==> src/rtl/keccak_pkg.sv <==
// Shared Keccak constants, padder state type and width helper.
// The pad byte is selected by the optional KECCAK_PAD_SHA3_EN macro.
package keccak_pkg;

    localparam int KECCAK512_RATE = 576;

`ifdef KECCAK_PAD_SHA3_EN
    localparam logic [7:0] KECCAK_PAD_BYTE = 8'h06;
`else
    localparam logic [7:0] KECCAK_PAD_BYTE = 8'h01;
`endif

    localparam logic [7:0] KECCAK_PAD_LAST = 8'h80;

    typedef enum logic {
        FILL = 1'b0,
        FULL = 1'b1
    } pad_state_e;

    // Index width for n items, never narrower than one bit.
    function automatic int clog2_min1(input int n);
        return (n > 1) ? $clog2(n) : 1;
    endfunction

endpackage

==> src/rtl/keccak_pad_word.sv <==
// Pads a final message word: keeps the first byte_num bytes, inserts the pad byte,
// zeroes the rest. Byte 0 sits in the MSBs.
module keccak_pad_word
    import keccak_pkg::*;
#(
    parameter  int IW  = 64,
    localparam int NB  = IW / 8,
    localparam int BNW = clog2_min1(NB)
) (
    input  logic [IW-1:0]  in,
    input  logic [BNW-1:0] byte_num,
    output logic [IW-1:0]  out
);

    for (genvar b = 0; b < NB; b++) begin : g_byte
        localparam logic [BNW-1:0] B = BNW'(b);

        // Per-byte select among message data, pad byte and zero.
        always_comb begin
            if (B < byte_num) begin
                out[IW-1-8*b -: 8] = in[IW-1-8*b -: 8];
            end else if (B == byte_num) begin
                out[IW-1-8*b -: 8] = KECCAK_PAD_BYTE;
            end else begin
                out[IW-1-8*b -: 8] = 8'h00;
            end
        end
    end

endmodule

==> src/rtl/keccak_block_padder.sv <==
// Accumulates IW-bit message words into RATE-bit Keccak blocks with pad10*1 padding
// on the final block. Pad byte 0x06 instead of 0x01 when KECCAK_PAD_SHA3_EN is defined.
module keccak_block_padder
    import keccak_pkg::*;
#(
    parameter  int IW   = 64,
    parameter  int RATE = KECCAK512_RATE,
    localparam int NB   = IW / 8,
    localparam int BNW  = clog2_min1(NB)
) (
    input  logic            clk,
    input  logic            reset_n,
    input  logic [IW-1:0]   in,
    input  logic            in_valid,
    input  logic            in_last,
    input  logic [BNW-1:0]  byte_num,
    output logic            in_ready,
    output logic [RATE-1:0] out,
    output logic            out_valid,
    output logic            out_last,
    input  logic            out_ready
);

    localparam int              W       = RATE / IW;
    localparam int              IDXW    = clog2_min1(W);
    localparam logic [IDXW-1:0] IDX_MAX = IDXW'(W - 1);

    pad_state_e      state_r, state_s;
    logic [IDXW-1:0] idx_r, idx_s;
    logic [RATE-1:0] block_r, block_s;
    logic            valid_r, valid_s;
    logic            last_r, last_s;
    logic [IW-1:0]   pad_word_s;
    logic            accept_s;

    keccak_pad_word #(.IW(IW)) u_pad_word (
        .in       (in),
        .byte_num (byte_num),
        .out      (pad_word_s)
    );

    // State, block register and handshake flags.
    always_ff @(posedge clk or negedge reset_n) begin
        if (!reset_n) begin
            state_r <= FILL;
            idx_r   <= '0;
            block_r <= '0;
            valid_r <= 1'b0;
            last_r  <= 1'b0;
        end else begin
            state_r <= state_s;
            idx_r   <= idx_s;
            block_r <= block_s;
            valid_r <= valid_s;
            last_r  <= last_s;
        end
    end

    // Next-state: word write in FILL, block hand-off and clear in FULL.
    always_comb begin
        state_s  = state_r;
        idx_s    = idx_r;
        block_s  = block_r;
        valid_s  = valid_r;
        last_s   = last_r;
        accept_s = in_valid && (state_r == FILL);
        case (state_r)
            FILL: begin
                if (accept_s) begin
                    block_s[RATE-1-int'(idx_r)*IW -: IW] = in_last ? pad_word_s : in;
                    if (in_last) begin
                        block_s[7:0] = block_s[7:0] | KECCAK_PAD_LAST;
                    end else begin
                        block_s[7:0] = block_s[7:0];
                    end
                    if (in_last || (idx_r == IDX_MAX)) begin
                        state_s = FULL;
                        valid_s = 1'b1;
                        last_s  = in_last;
                    end else begin
                        idx_s = idx_r + IDXW'(1);
                    end
                end else begin
                    state_s = FILL;
                end
            end
            FULL: begin
                if (out_ready) begin
                    state_s = FILL;
                    idx_s   = '0;
                    block_s = '0;
                    valid_s = 1'b0;
                    last_s  = 1'b0;
                end else begin
                    state_s = FULL;
                end
            end
            default: begin
                state_s = FILL;
                idx_s   = '0;
                block_s = '0;
                valid_s = 1'b0;
                last_s  = 1'b0;
            end
        endcase
    end

    assign in_ready  = (state_r == FILL);
    assign out       = block_r;
    assign out_valid = valid_r;
    assign out_last  = last_r;

endmodule

==> config.mk <==
export PLATFORM = sky130hd
export DESIGN_NAME = keccak_block_padder
export DESIGN_NICKNAME = d
export VERILOG_FILES = /design/src/rtl/keccak_pkg.sv /design/src/rtl/keccak_pad_word.sv /design/src/rtl/keccak_block_padder.sv
export SDC_FILE = /design/constraint.sdc
export NUM_CORES = 1
export LEC_CHECK = 0
export ABC_CLOCK_PERIOD_IN_PS = 3300
export BUFFER_PORTS_ARGS = -buffer_cell sky130_fd_sc_hd__clkbuf_2
export CAP_MARGIN = 20
export CORE_ASPECT_RATIO = 1.75
export CORE_MARGIN = 1.5
export CORE_UTILIZATION = 25
export CTS_BUF_LIST = sky130_fd_sc_hd__clkbuf_8
export CTS_CLUSTER_SIZE = 20
export DETAILED_ROUTE_END_ITERATION = 8
export GPL_TIMING_DRIVEN = 0
export PLACE_DENSITY = 0.5
export REMOVE_ABC_BUFFERS = 1
export SLEW_MARGIN = 20
export SYNTH_ARGS = -nofsm -noshare
export SYNTH_HDL_FRONTEND = slang
export SYNTH_SLANG_ARGS = --single-unit
==> constraint.sdc <==
create_clock -name clk -period 3.3 [get_ports clk]
set_clock_uncertainty 0.05 [all_clocks]
set_input_delay 0.495 -clock clk [delete_from_list [all_inputs] [get_ports clk]]
set_output_delay 0.495 -clock clk [all_outputs]
set_load 0.02 [all_outputs]
==> qor.txt <==
sequential cell area: 0.01459 sq mm
number of CTS-inserted buffers: 92
Yosys cell types: 39
utilization after layout: 33.63%
1st-pass router iterations: 5
Max-Cap Viols: 0
initial DRC count: 1042
fin. max-slew vios: 0
Bufs on Longest Clock Path: 3
internal power consumption: 14.50 mW
initial antenna violation count: 6
power per unit of standard cell area: 787.3 mW/mm^2
number of gates on the worst path with buffers counted: 6
smallest setup slack after layout: 201.1 ps
Final nets: 2863
Tcrit/Tclk final: 93.90%
wire length of the first global-routing pass: 125700 um
vias: 18960
H-tree depth: 3
highest-delay cell along the critical path: a21oi_2
crit path cell chain: clkinvlp_4 > ha_2 > nand2b_1 > a21oi_2 > nand2b_1 > o21ai_0
worst-margin pin slew: 1002 ps
type of element launching the critical path: flop
R2R setup slack: 200 ps
fraction of power consumed by sequential logic: 40.6%
largest incremental delay on the critical path: 850 ps
number of sinks on the clock net: 583
part of the power in the clock network: 28.3%
Worst Setup End Kind: flop
via density per instance: 4.693
hold depth: 3
cell count after synthesis: 2123
Yosys Warn Count: 0
Total Routed Length: 85370 um
vias in the first global route: 18720
register clock-pin slew on the reported worst setup and hold paths: 60 ps
Antenna Violating Nets Remaining: 0
async set-reset flop share out of synthesis: 100.0%
min-delay worst type: in -> reg
worst-case headroom to the max-slew limit: 32.74%
root cell of the clock tree: clkbuf_8
Static Leak: 14.69 nW
Top-Level Pins: 651
data required time at the worst endpoint: 3870 ps
sum of negative setup slack: 0 ps
number of cell instances on the worst register-to-register path: 6
clock tree from TritonCTS: built
overall power after layout: 23.59 mW
number of flops mapped to enable cells by yosys: 0
average routed wire per standard cell: 21.14 um
total gr overflow: 0
worst hold margin: 121.3 ps
count of input and output buffers: 650
share of cells above drive strength 1: 31.89%
share of total power in combinational logic: 31.1%
global-route usage over all layers: 18.30%
Starting Density: 25.13%
post-synthesis to final-layout area growth: 33.81%
filler instances: 9279
net switching power: 9.091 mW
sequential element share of the synthesized area: 65.17%
Avg Cell Area, Syn: 10.55 sq um
fmax: 322.7 MHz
DIE WIDTH: 229.2 um
Worst Path Max Fanout: 12
post-synthesis register bit count: 583
net switching fraction of the power: 38.54%
core area: 0.08908 sq mm
number of hold-slack violations in the final timing report: 0
result of the run: finished, final reports clean
vertical die dimension: 398.9 um
cell row count: 145
remaining routing DRC violations: 0
final estimated routing congestion in global placement: 0.7783
top cell family by delay on the critical path: compound AO/OA/AOI/OAI gates
critical path class: reg -> reg
worst vdd rail ir drop: 384.7 uV
half-perimeter wire length after placement: 61070 um
final period demand of the worst path: 3099 ps
count of buffer and inverter cells on the critical path: 1
setup violation total in the final timing report: 0
clock insertion delay at the later pin of the skew report: 700 ps
most used flip-flop cell after synthesis: dfrtp_1
setup repair after global routing missed its margin: no
critical path's most frequent cell: nand2b_1
Die Area: 0.09143 sq mm
endpoint arrival time on the critical path: 3670 ps
worst setup slack before clock tree synthesis: -584.9 ps
area of combinational cells with multiple inputs: 0.006945 sq mm
maximum number of pins on one net before global-route repair: 90
synthesized area: 0.02239 sq mm
[through the flow]
step                      instance area, sq um  cells
after floorplan                          21470   1918
after CTS                                29920   4035
final                                    29960   4039
after global placement                   26190   3744
after detailed placement                 27540   3830
after global routing                     29960   4038
[Yosys cell counts, types with 3 or more instances]
| master | number | area (sq um) |
|---|---|---|
| clkbuf_1 | 84 | 315.3 |
| dfrtp_1 | 583 | 14590 |
| buf_6 | 8 | 90.09 |
| buf_2 | 59 | 295.3 |
| o21ai_1 | 35 | 175.2 |
| xnor2_1 | 3 | 26.28 |
| o21ai_0 | 566 | 2833 |
| nor2b_1 | 5 | 31.28 |
| nand2b_1 | 13 | 81.33 |
| nand3_1 | 594 | 2973 |
| nor2_1 | 3 | 11.26 |
| buf_1 | 50 | 187.7 |
| nand2_1 | 60 | 225.2 |
| inv_1 | 8 | 30.03 |
| buf_4 | 4 | 30.03 |
| a21oi_1 | 10 | 50.05 |
| a211oi_4 | 3 | 60.06 |
| mux2i_1 | 5 | 50.05 |
[layout make-up]
type,count,share of cell area [%]
Sequential cell,583,48.71
Multi-Input combinational cell,1327,23.18
Timing Repair Buffer,777,16.41
Clock buffer,116,5.329
Tap cell,1176,4.912
Clock inverter,49,1.311
Inverter,8,0.1128
Antenna cell,3,0.02506
[power by group through the flow]
stage | Clock, mW | Sequential [mW] | Combinational, mW
6_report | 6.67 | 9.58 | 7.34
5_1_grt | 7.17 | 9.78 | 7.93
4_1_cts | 6.94 | 9.58 | 7.43
3_5_place_dp | 0 | 9.70 | 7.33
3_3_place_gp | 0 | 9.70 | 7.18
2_1_floorplan | 0 | 11.6 | 1.93
[cell usage in the layout (no fill, tap or decap), types with 2 or more instances in the layout]
| cell | netlist | layout |
|---|---|---|
| o21ai_1 | 35 | 35 |
| and2_1 | 2 | 2 |
| nor2_1 | 3 | 2 |
| nand3_1 | 594 | 591 |
| buf_16 | 0 | 18 |
| clkinv_2 | 0 | 7 |
| buf_6 | 8 | 15 |
| buf_12 | 0 | 13 |
| dlygate4sd3_1 | 0 | 27 |
| buf_2 | 59 | 2 |
| a21oi_1 | 10 | 10 |
| clkbuf_2 | 0 | 649 |
| nand2b_1 | 13 | 13 |
| bufinv_16 | 0 | 6 |
| inv_1 | 8 | 37 |
| clkbuf_8 | 0 | 117 |
| o31ai_4 | 0 | 2 |
| buf_4 | 4 | 44 |
| buf_8 | 0 | 8 |
| mux2i_1 | 5 | 4 |
| diode_2 | 0 | 3 |
| nor3b_1 | 2 | 2 |
| a211oi_4 | 3 | 3 |
| and4bb_2 | 2 | 2 |
| o211ai_1 | 2 | 2 |
| nand2_1 | 60 | 59 |
| nor2b_1 | 5 | 4 |
| clkinvlp_4 | 0 | 3 |
| dfrtp_1 | 583 | 582 |
| xnor2_1 | 3 | 3 |
| or3_4 | 0 | 2 |
| a221oi_4 | 2 | 2 |
| nand3_4 | 0 | 3 |
| inv_8 | 0 | 3 |
| o21ai_0 | 566 | 566 |
[worst paths after layout]
path	start	to
min in group asynchronous	reset_n	out[35]$_DFFE_PN0P_
max in group asynchronous	reset_n	out[20]$_DFFE_PN0P_
setup reg to reg	idx_r[0]$_DFFE_PN0P_	out[112]$_DFFE_PN0P_
setup / recovery	idx_r[0]$_DFFE_PN0P_	out[112]$_DFFE_PN0P_
hold reg to reg	out[372]$_DFFE_PN0P_	out[372]$_DFFE_PN0P_
hold / removal	in[7]	out[7]$_DFFE_PN0P_
[timing repair]
action,4_1_cts,5_1_grt
pin swaps,6,1
setup endpoints to repair,350,144
setup buffers,13,1
gates resized for setup,1,5
hold endpoints to repair,197,0
hold buffers,27,0
[per-layer routing]
layer | GRT usage (%) | routed length (um) | vias to the layer above
li1 | - | - | 8879
met1 | 22.03 | 34630 | 9197
met2 | 29.97 | 40740 | 686
met3 | 4.179 | 5377 | 191
met4 | 10.61 | 4604 | 2
met5 | 0 | 13 | -
[state kept, by name (all words and copies together), names as in the netlist]
| name | flops |
|---|---|
| out_valid | 1 |
| out | 576 |
| out_last | 1 |
| idx_r | 4 |
| state_r | 1 |
[cell families after synthesis]
logic type,share of synthesized area [%]
compound gates,14.63
xor+xnor,0.1565
fa+ha+maj,0.1118
buf+inv,4.236
flops,65.17
mux,0.2236
simple gates,15.48
[worst register-to-register path, stage by stage (launching register included)]
cell and delay [ps]:
dfrtp_4 580, clkinvlp_4 200, ha_2 310, nand2b_1 500, a21oi_2 850, nand2b_1 290
o21ai_0 230
No activity file was read; power rests on OpenSTA's default activity.
